===== config.mk =====
export PLATFORM = sky130hd
export DESIGN_NAME = inv_add_round_key_flat
export DESIGN_NICKNAME = d
export VERILOG_FILES = /design/src/rtl/inv_add_round_key_if.sv /design/src/rtl/inv_add_round_key.sv /design/src/flat_wrapper.sv
export SDC_FILE = /design/constraint.sdc
export NUM_CORES = 2
export LEC_CHECK = 0
export CAP_MARGIN = 10
export CORE_AREA = 2 2 389 391
export CTS_BUF_LIST = sky130_fd_sc_hd__clkbuf_4 sky130_fd_sc_hd__clkbuf_8
export DETAILED_ROUTE_END_ITERATION = 10
export DIE_AREA = 0 0 391 393
export PLACE_DENSITY = 0.57
export SETUP_SLACK_MARGIN = 0.3
export SYNTH_ARGS = -nofsm -noshare
export SYNTH_HDL_FRONTEND = slang
export SYNTH_SLANG_ARGS = --single-unit
export TNS_END_PERCENT = 5

===== constraint.sdc =====
create_clock -name clk -period 3.44 [get_ports clk]
set_input_delay 0.688 -clock clk [delete_from_list [all_inputs] [get_ports clk]]
set_output_delay 0.688 -clock clk [all_outputs]
set_load 0.005 [all_outputs]

===== src/rtl/inv_add_round_key_if.sv =====
// Bus bundle for inv_add_round_key: key store write port, input and output
// valid/ready beat channels, and the sticky error flag.
// master = upstream/downstream driver side, slave = the AddRoundKey stage.
interface inv_add_round_key_if;
  // key store write port
  logic         key_we;
  logic [3:0]   key_addr;
  logic [127:0] key_wdata;
  // input beat channel
  logic         in_valid;
  logic         in_ready;
  logic         in_first;
  logic [127:0] in_data;
  // output beat channel
  logic         out_valid;
  logic         out_ready;
  logic [127:0] out_data;
  logic [3:0]   out_round;
  logic         out_last;
  // sticky protocol error
  logic         err;

  modport master (
    output key_we, key_addr, key_wdata,
    output in_valid, in_first, in_data,
    input  in_ready,
    input  out_valid, out_data, out_round, out_last,
    output out_ready,
    input  err
  );

  modport slave (
    input  key_we, key_addr, key_wdata,
    input  in_valid, in_first, in_data,
    output in_ready,
    output out_valid, out_data, out_round, out_last,
    input  out_ready,
    output err
  );
endinterface


===== src/rtl/inv_add_round_key.sv =====
// AES inverse-cipher AddRoundKey stage: XORs each state beat with the round key
// chosen by a per-block round counter; key schedule held in a local key store.
// Latency 1 cycle; in_ready = !out_valid || out_ready (full throughput, stalls
// only while a registered output beat is held by downstream).
// Ports: clk, rst (async active-low), bus (inv_add_round_key_if.slave:
// key write port, in_* beat channel, out_* beat channel, sticky err).
// Optional macro INV_ARK_ZEROIZE_EN: key store resets to zero and is wiped
// when the out_last beat is taken downstream.
module inv_add_round_key #(
  parameter int NR = 10
) (
  input  logic               clk,
  input  logic               rst,
  inv_add_round_key_if.slave bus
);

  localparam logic [3:0] LP_NR    = 4'(NR);
  localparam logic [3:0] LP_NR_M1 = 4'(NR - 1);

  typedef enum logic {IDLE, ACTIVE} state_t;

  state_t       r_state, w_state_nxt;
  logic [3:0]   r_rc, w_rc_nxt;
  logic [127:0] r_key [0:NR];

  logic         r_out_valid;
  logic [127:0] r_out_data;
  logic [3:0]   r_out_round;
  logic         r_out_last;
  logic         r_err;

  logic         w_in_ready;
  logic         w_accept;
  logic [3:0]   w_sel;
  logic         w_emit;
  logic         w_last;
  logic         w_err_set;
  logic [127:0] w_key;

  assign w_in_ready = !r_out_valid || bus.out_ready;
  assign w_accept   = bus.in_valid && w_in_ready;
  // Read sees the pre-write contents, so a same-cycle write lands next cycle.
  assign w_key      = r_key[w_sel];

  // Key store
`ifdef INV_ARK_ZEROIZE_EN
  logic w_zeroize;
  assign w_zeroize = r_out_valid && bus.out_ready && r_out_last;

  always_ff @(posedge clk or negedge rst) begin
    if (!rst) begin
      for (int i = 0; i <= NR; i++) r_key[i] <= '0;
    end else if (w_zeroize) begin
      for (int i = 0; i <= NR; i++) r_key[i] <= '0;
    end else if (bus.key_we && (bus.key_addr <= LP_NR)) begin
      r_key[bus.key_addr] <= bus.key_wdata;
    end
  end
`else
  // No reset so the store can map onto RAM.
  always_ff @(posedge clk) begin
    if (bus.key_we && (bus.key_addr <= LP_NR)) begin
      r_key[bus.key_addr] <= bus.key_wdata;
    end
  end
`endif

  // Round FSM: next state, key select, output enable
  always_comb begin
    w_state_nxt = r_state;
    w_rc_nxt    = r_rc;
    w_sel       = LP_NR;
    w_emit      = 1'b0;
    w_last      = 1'b0;
    w_err_set   = 1'b0;
    if (w_accept) begin
      if (bus.in_first) begin
        // A new block start; abandoning an open block is an error.
        if (r_state == ACTIVE) w_err_set = 1'b1;
        w_sel       = LP_NR;
        w_rc_nxt    = LP_NR_M1;
        w_state_nxt = ACTIVE;
        w_emit      = 1'b1;
      end else if (r_state == IDLE) begin
        // Mid-block beat with no block open: dropped.
        w_err_set = 1'b1;
      end else begin
        w_sel  = r_rc;
        w_emit = 1'b1;
        if (r_rc == 4'd0) begin
          w_last      = 1'b1;
          w_state_nxt = IDLE;
        end else begin
          w_rc_nxt = r_rc - 4'd1;
        end
      end
    end
  end

  always_ff @(posedge clk or negedge rst) begin
    if (!rst) begin
      r_state <= IDLE;
      r_rc    <= '0;
      r_err   <= 1'b0;
    end else begin
      r_state <= w_state_nxt;
      r_rc    <= w_rc_nxt;
      if (w_err_set) r_err <= 1'b1;
    end
  end

  // Registered output stage; payload only changes when a new beat is loaded.
  always_ff @(posedge clk or negedge rst) begin
    if (!rst) begin
      r_out_valid <= 1'b0;
      r_out_data  <= '0;
      r_out_round <= '0;
      r_out_last  <= 1'b0;
    end else if (w_emit) begin
      r_out_valid <= 1'b1;
      r_out_data  <= bus.in_data ^ w_key;
      r_out_round <= w_sel;
      r_out_last  <= w_last;
    end else if (bus.out_ready) begin
      r_out_valid <= 1'b0;
    end
  end

  assign bus.in_ready  = w_in_ready;
  assign bus.out_valid = r_out_valid;
  assign bus.out_data  = r_out_data;
  assign bus.out_round = r_out_round;
  assign bus.out_last  = r_out_last;
  assign bus.err       = r_err;

endmodule

===== src/flat_wrapper.sv =====
// flat-port wrapper written by rule: the top's interface ports become plain ports
module inv_add_round_key_flat 
#(
  parameter int NR = 10
)
  (clk, rst, bus_key_we, bus_key_addr, bus_key_wdata, bus_in_valid, bus_in_first, bus_in_data, bus_in_ready, bus_out_valid, bus_out_data, bus_out_round, bus_out_last, bus_out_ready, bus_err);
  inv_add_round_key_if bus_i ();
  input  logic clk;
  input  logic rst;
  input wire logic [$bits(bus_i.key_we)-1:0] bus_key_we;
  input wire logic [$bits(bus_i.key_addr)-1:0] bus_key_addr;
  input wire logic [$bits(bus_i.key_wdata)-1:0] bus_key_wdata;
  input wire logic [$bits(bus_i.in_valid)-1:0] bus_in_valid;
  input wire logic [$bits(bus_i.in_first)-1:0] bus_in_first;
  input wire logic [$bits(bus_i.in_data)-1:0] bus_in_data;
  output wire logic [$bits(bus_i.in_ready)-1:0] bus_in_ready;
  output wire logic [$bits(bus_i.out_valid)-1:0] bus_out_valid;
  output wire logic [$bits(bus_i.out_data)-1:0] bus_out_data;
  output wire logic [$bits(bus_i.out_round)-1:0] bus_out_round;
  output wire logic [$bits(bus_i.out_last)-1:0] bus_out_last;
  input wire logic [$bits(bus_i.out_ready)-1:0] bus_out_ready;
  output wire logic [$bits(bus_i.err)-1:0] bus_err;
  assign bus_i.key_we = bus_key_we;
  assign bus_i.key_addr = bus_key_addr;
  assign bus_i.key_wdata = bus_key_wdata;
  assign bus_i.in_valid = bus_in_valid;
  assign bus_i.in_first = bus_in_first;
  assign bus_i.in_data = bus_in_data;
  assign bus_in_ready = bus_i.in_ready;
  assign bus_out_valid = bus_i.out_valid;
  assign bus_out_data = bus_i.out_data;
  assign bus_out_round = bus_i.out_round;
  assign bus_out_last = bus_i.out_last;
  assign bus_i.out_ready = bus_out_ready;
  assign bus_err = bus_i.err;
  inv_add_round_key #(.NR(NR)) u_core (.clk(clk), .rst(rst), .bus(bus_i));
endmodule

# == Yosys cells after proc, flatten, opt, wreduce, memory -nomap -nowiden ==
# Memory sizes are Yosys's and may differ from the RTL's.
# Cells that the tools add are included.
# Widths: inputs -> output; s select.
# totals
register_bits,140
mem_bits_rw,1408
out_inout_bits,136
mem_count,1
# classes
add_sub_neg,1
n_lt_le_gt_ge,1
eq_ne,1
mux,23
bitwise_logic,1
n_reduce_logical,8
# memory_table
name,depth,width,rd,rd_ports_with_merged_regs,write_ports,line,text
u_core.r_key,11,128,1,0,1,inv_add_round_key.sv:24,logic [127:0] r_key [0:NR];
# op_table
operator,n
$xor 128x128->128,1
$mux 4,6
$mux 1,17
$le 4x4->1 const B,1
$logic_not 4->1,1
$reduce_bool 2->1,2
$sub 4x1->4 const B,1
$reduce_and 3->1,1
$logic_and 1x1->1,2
$ne 2x2->1 const B,1
$logic_not 1->1,1
$logic_or 1x1->1,1

# == Longest topological paths before layout ==
# An unclocked memory read counts as a cell.
# logic_depth
ltp_word,6
depth_mapped,12
mapped_depth_nobuf,8

# == Worst setup path after synthesis ==
# OpenSTA, ideal clock, no wires.
# synth_timing
path_kind,in2reg
start,input bus_key_addr[2]
end,memory u_core.r_key[0][0] (enable)
t_arrival_ns,9.842
required_time_ns,2.666
path_slack_ns,-7.176
stages,2
cell_sequence,or3b_2 nor3_1
# synth_via
elab_chain_cells,4
# synth_rtl
element,line,text
"start, declared",flat_wrapper.sv:11,input wire logic [$bits(bus_i.key_addr)-1:0] bus_key_addr;
$le 4x4->1,inv_add_round_key.sv:62,if (bus.key_we && (bus.key_addr <= LP_NR)) begin
$logic_and 1x1->1,inv_add_round_key.sv:62,
$mux 1,inv_add_round_key.sv:62,
$mux 1 (not written as such),inv_add_round_key.sv:63,r_key[bus.key_addr] <= bus.key_wdata;
"end, declared",inv_add_round_key.sv:24,
# Several ways; a longest one is shown, not always the timed one.

# == Worst setup path in the final report ==
# layout_timing
start,register u_core.r_out_valid (netlist: u_core.bus.out_valid)
end,register u_core.r_out_data[100] (netlist: u_core.bus.out_data[100])
# layout_via
elab_chain_cells,6
word_cells_on_any_way,7
classes_between,mux (2); bitwise (1); reduce/logical (3); memory (1)
# layout_rtl
element,line,text
"start, declared",inv_add_round_key.sv:26,logic r_out_valid;
"start signal, assigned",inv_add_round_key.sv:115,r_out_valid <= 1'b0;
"start signal, assigned",inv_add_round_key.sv:120,r_out_valid <= 1'b1;
"start signal, assigned",inv_add_round_key.sv:125,r_out_valid <= 1'b0;
$logic_not 1->1 *,inv_add_round_key.sv:40,assign w_in_ready = !r_out_valid || bus.out_ready;
$logic_or 1x1->1 *,inv_add_round_key.sv:40,
$logic_and 1x1->1 *,inv_add_round_key.sv:41,assign w_accept = bus.in_valid && w_in_ready;
$mux 4,inv_add_round_key.sv:76,if (w_accept) begin
$mem_v2 11x128,-,
$xor 128x128->128,inv_add_round_key.sv:121,r_out_data <= bus.in_data ^ w_key;
"end signal, assigned",inv_add_round_key.sv:121,
"end, declared",inv_add_round_key.sv:27,logic [127:0] r_out_data;
# Mark *: on every way between the ends. The rest lies on a longest branch, timed or not.
# A chain may end at the register's enable or synchronous reset.

==> flow_metrics.tcl <==
set metrics [dict create \
    r2r-start "u_core.bus.out_valid$_DFFE_PN0P_" \
    setup_viol 0 \
    min_path_type "in -> async" \
    power_mw 46.7 \
    clkTransAtPathRegs_ns 0.06 \
    synth_cell_type_count 49 \
    grt_pass1_wl_um 226000 \
    io_pins 402 \
    synth-edff-count 1408 \
    vias 33800 \
    area_growth_pct 24.1 \
    synth_top_area_share 0.710 \
    synthArstFlopShare 0.0904 \
    multiInputGateArea_mm2 0.0130 \
    nNetsFinal 4541 \
    critPathRequiredTime_ns 4.30 \
    p_per_area_mw_per_mm2 632 \
    cts_root_buf "clkbuf_8" \
    drt-total-wl_um 156000 \
    grt_usage 0.201 \
    worstReg2RegEnd "u_core.bus.out_data[100]$_DFFE_PN0P_" \
    nFillCells 12500 \
    cts_tree "built" \
    synth_top_cell_by_area "edfxtp_1" \
    fin_setup_tns_ns 0 \
    fin_ws_ns 0.496 \
    power.leakage_nw 24.8 \
    ys_warn_count 0 \
    grt_max_degree 126 \
    drive_above_1_share 0.180 \
    synth_area_mm2 0.0596 \
    relSlewSlack 0.427 \
    drtIter0Drc 2212 \
    cp-start-kind "register" \
    syn_nets 3791 \
    drv_cap 0 \
    dieArea_mm2 0.154 \
    viasPerCell 5.27 \
    gp_congestion 0.736 \
    grt_pass1_vias 34400 \
    ir_drop_mv 0.358 \
    synth_seq_cells 1548 \
    reg2regPathDepth 11 \
    grt-ovfl-total 0 \
    synthFlopType "edfxtp_1" \
    reg2reg_slack_ns 0.50 \
    dieWidth_um 391 \
    tightest_slew_ns 0.860 \
    dp_slack_ns -0.363 \
    cts_buffers 276 \
    synth_area_per_cell_um2 16.9 \
    drc 0 \
    place.detailed.hpwl_um 91100 \
    drv_slew 0 \
    htree_levels 5 \
    worstSetupEndpointType "register" \
    worstSkewPairLatency_ns 1.01 \
    whs_ns 0.203 \
    seqCellArea_mm2 0.0458 \
    ys_seq_area_frac 0.769 \
    cts.sinks 1548 \
    synth_area_leaders "edfxtp_1, mux2i_1, dfrtp_1" \
    core_area_mm2 0.149 \
    postRouteAntennaNets 0 \
    fin_worst_skew_ns 0.0734 \
    worst_ep_arrival_time_ns 3.80 \
    critical_path_peak_fanout 29 \
    antenna_found_initial 17 \
    critPathKind "reg -> reg" \
    finalCritPeriodShare 0.856 \
    dr.pass1.iters 5 \
    wire_per_inst_um 24.3 \
    fin_crit_ns 2.94 \
    hold_viol_final 0 \
    fmax_ghz 0.340 \
    clk_path_buf_depth 4 \
    rsz0062_at_grt "false" \
    start_util 0.399 \
    portBuffers 401 \
    dieHeight_um 393 \
    num_rows 142 \
    synthCells 3522 \
    status "finished, final reports clean" \
]
cell type report:
class                   count  area share
inverters                   6    0.000305
multi-input cells        1762       0.176
clock inverters            66     0.00597
clock buffers             401      0.0658
well taps                1944      0.0329
diodes                      2   0.0000677
repair buffers            678      0.0999
flip-flops and latches   1548       0.619
per-layer routing:
| metal | part of all wire | global-route usage |
|---|---|---|
| met2 | 0.47 | 0.318 |
| met5 | 0.00086 | 0 |
| met4 | 0.019 | 0.0574 |
| met1 | 0.45 | 0.276 |
| met3 | 0.066 | 0.0481 |
cells by family (layout without fill, tap and decap cells):
logic type / Yosys count / count (layout) / synth area share
compound gates: 733 / 733 / 0.0708
xor+xnor: 124 / 124 / 0.0182
fa+ha+maj: 3 / 3 / 0.000630
buf+inv: 212 / 1151 / 0.0162
flops: 1548 / 1548 / 0.769
mux: 596 / 596 / 0.102
other cells: 0 / 2 / 0
simple gates: 306 / 306 / 0.0237
stage by stage:
step	std cells	utilization	instance area, um^2
finish	6407	0.495	73900
global route	6407	0.495	73900
CTS	6401	0.495	73900
detailed placement	5932	0.459	68600
global placement	5932	0.459	68600
floorplan	3522	-	59600
flip-flops by register name (all words and copies together), names as in the netlist:
name and flops:
u_core.r_state 1, u_core.bus.out_round 4, u_core.bus.err 1, u_core.bus.out_data 128, u_core.r_rc 4, u_core.bus.out_valid 1, u_core.r_key 1408, u_core.bus.out_last 1
Yosys cell counts, types with 2 or more instances:
cell,instances
a21oi_1,170
a21oi_2,2
a22o_1,8
a22oi_1,39
and2_1,5
and3_1,2
buf_1,3
buf_2,96
buf_4,11
clkbuf_1,95
dfrtp_1,140
edfxtp_1,1408
ha_1,3
inv_1,5
mux2_2,66
mux2i_1,530
nand2_1,157
nand2b_1,2
nand3_1,7
nand3b_1,2
nor2_1,12
nor2b_1,3
nor3_1,101
nor3_2,2
nor4_4,2
o21ai_0,192
o21ai_1,62
o22a_1,32
o22ai_1,221
o31ai_1,2
or4_1,2
xnor2_1,31
xor2_1,93
timing repair:
item	4_1_cts	5_1_grt
gates resized for setup	4	0
endpoints found under the hold margin	45	0
endpoints found under the setup margin	2	1
pin swaps	0	1
buffers inserted	1	3
hold buffers	1	0
placed cells by master, fill, tap and decap left out, types with 2 or more instances in the layout:
cell             Yosys  layout
nor4_4               2       2
inv_1                5       5
buf_12               0     103
a22oi_1             39      39
nand3b_1             2       2
nor2_4               0       8
clkinvlp_4           0       2
a21oi_2              2       2
clkinv_2             0      15
nor2_1              12       4
xnor2_1             31      31
o22ai_1            221     221
xor2_1              93      93
and2_1               5       5
mux2i_1            530     530
clkinv_1             0      41
dfrtp_1            140     139
edfxtp_1          1408    1408
o21ai_1             62      62
buf_4               11     171
nand2b_1             2       2
o31ai_1              2       2
inv_6                0       2
nand2_1            157     157
clkbuf_8             0     297
a22o_1               8       8
nand3_1              7       2
clkdlybuf4s50_1      0     399
o22a_1              32      32
nand3_4              0       5
a21oi_1            170     170
o21ai_0            192     192
mux2_2              66      66
clkbuf_4             0     105
bufinv_16            0       6
diode_2              0       2
nor3_1             101      98
nor3_4               0       5
ha_1                 3       3
how the worst max path moves through the flow:
stage                     cells past startpoint                             start  slack (ns)                                    to
after global routing                         12  u_core.bus.out_valid$_DFFE_PN0P_        0.34  u_core.bus.out_data[100]$_DFFE_PN0P_
after detailed placement                     12                     bus_out_ready       -0.36   u_core.bus.out_data[39]$_DFFE_PN0P_
after global placement                       12                     bus_out_ready       -0.38   u_core.bus.out_data[39]$_DFFE_PN0P_
after CTS                                    11  u_core.bus.out_valid$_DFFE_PN0P_        0.28   u_core.bus.out_data[39]$_DFFE_PN0P_
after floorplan                               2                   bus_key_addr[2]       -1.23          u_core.r_key[0][0]$_DFFE_PP_
final                                        11  u_core.bus.out_valid$_DFFE_PN0P_        0.50  u_core.bus.out_data[100]$_DFFE_PN0P_
critical path, cell delays in order, from the launching register on:
cell	delay [ns]
dfrtp_1	0.38
nor2b_4	0.15
buf_12	0.13
or4_1	0.51
buf_4	0.20
nand3_4	0.20
buf_12	0.25
o22ai_1	0.10
nor3_1	0.38
buf_4	0.21
xor2_1	0.14
o21ai_1	0.07
report_power, final:
| group | total, mW | internal [mW] | switching (mW) | leakage (nW) |
|---|---|---|---|---|
| Clock | 16.6 | 9.45 | 7.16 | 2.83 |
| Combinational | 7.88 | 3.87 | 4.01 | 7.51 |
| Sequential | 22.2 | 21.6 | 0.571 | 14.4 |
Note: power is estimated with default switching activity, not from simulation.
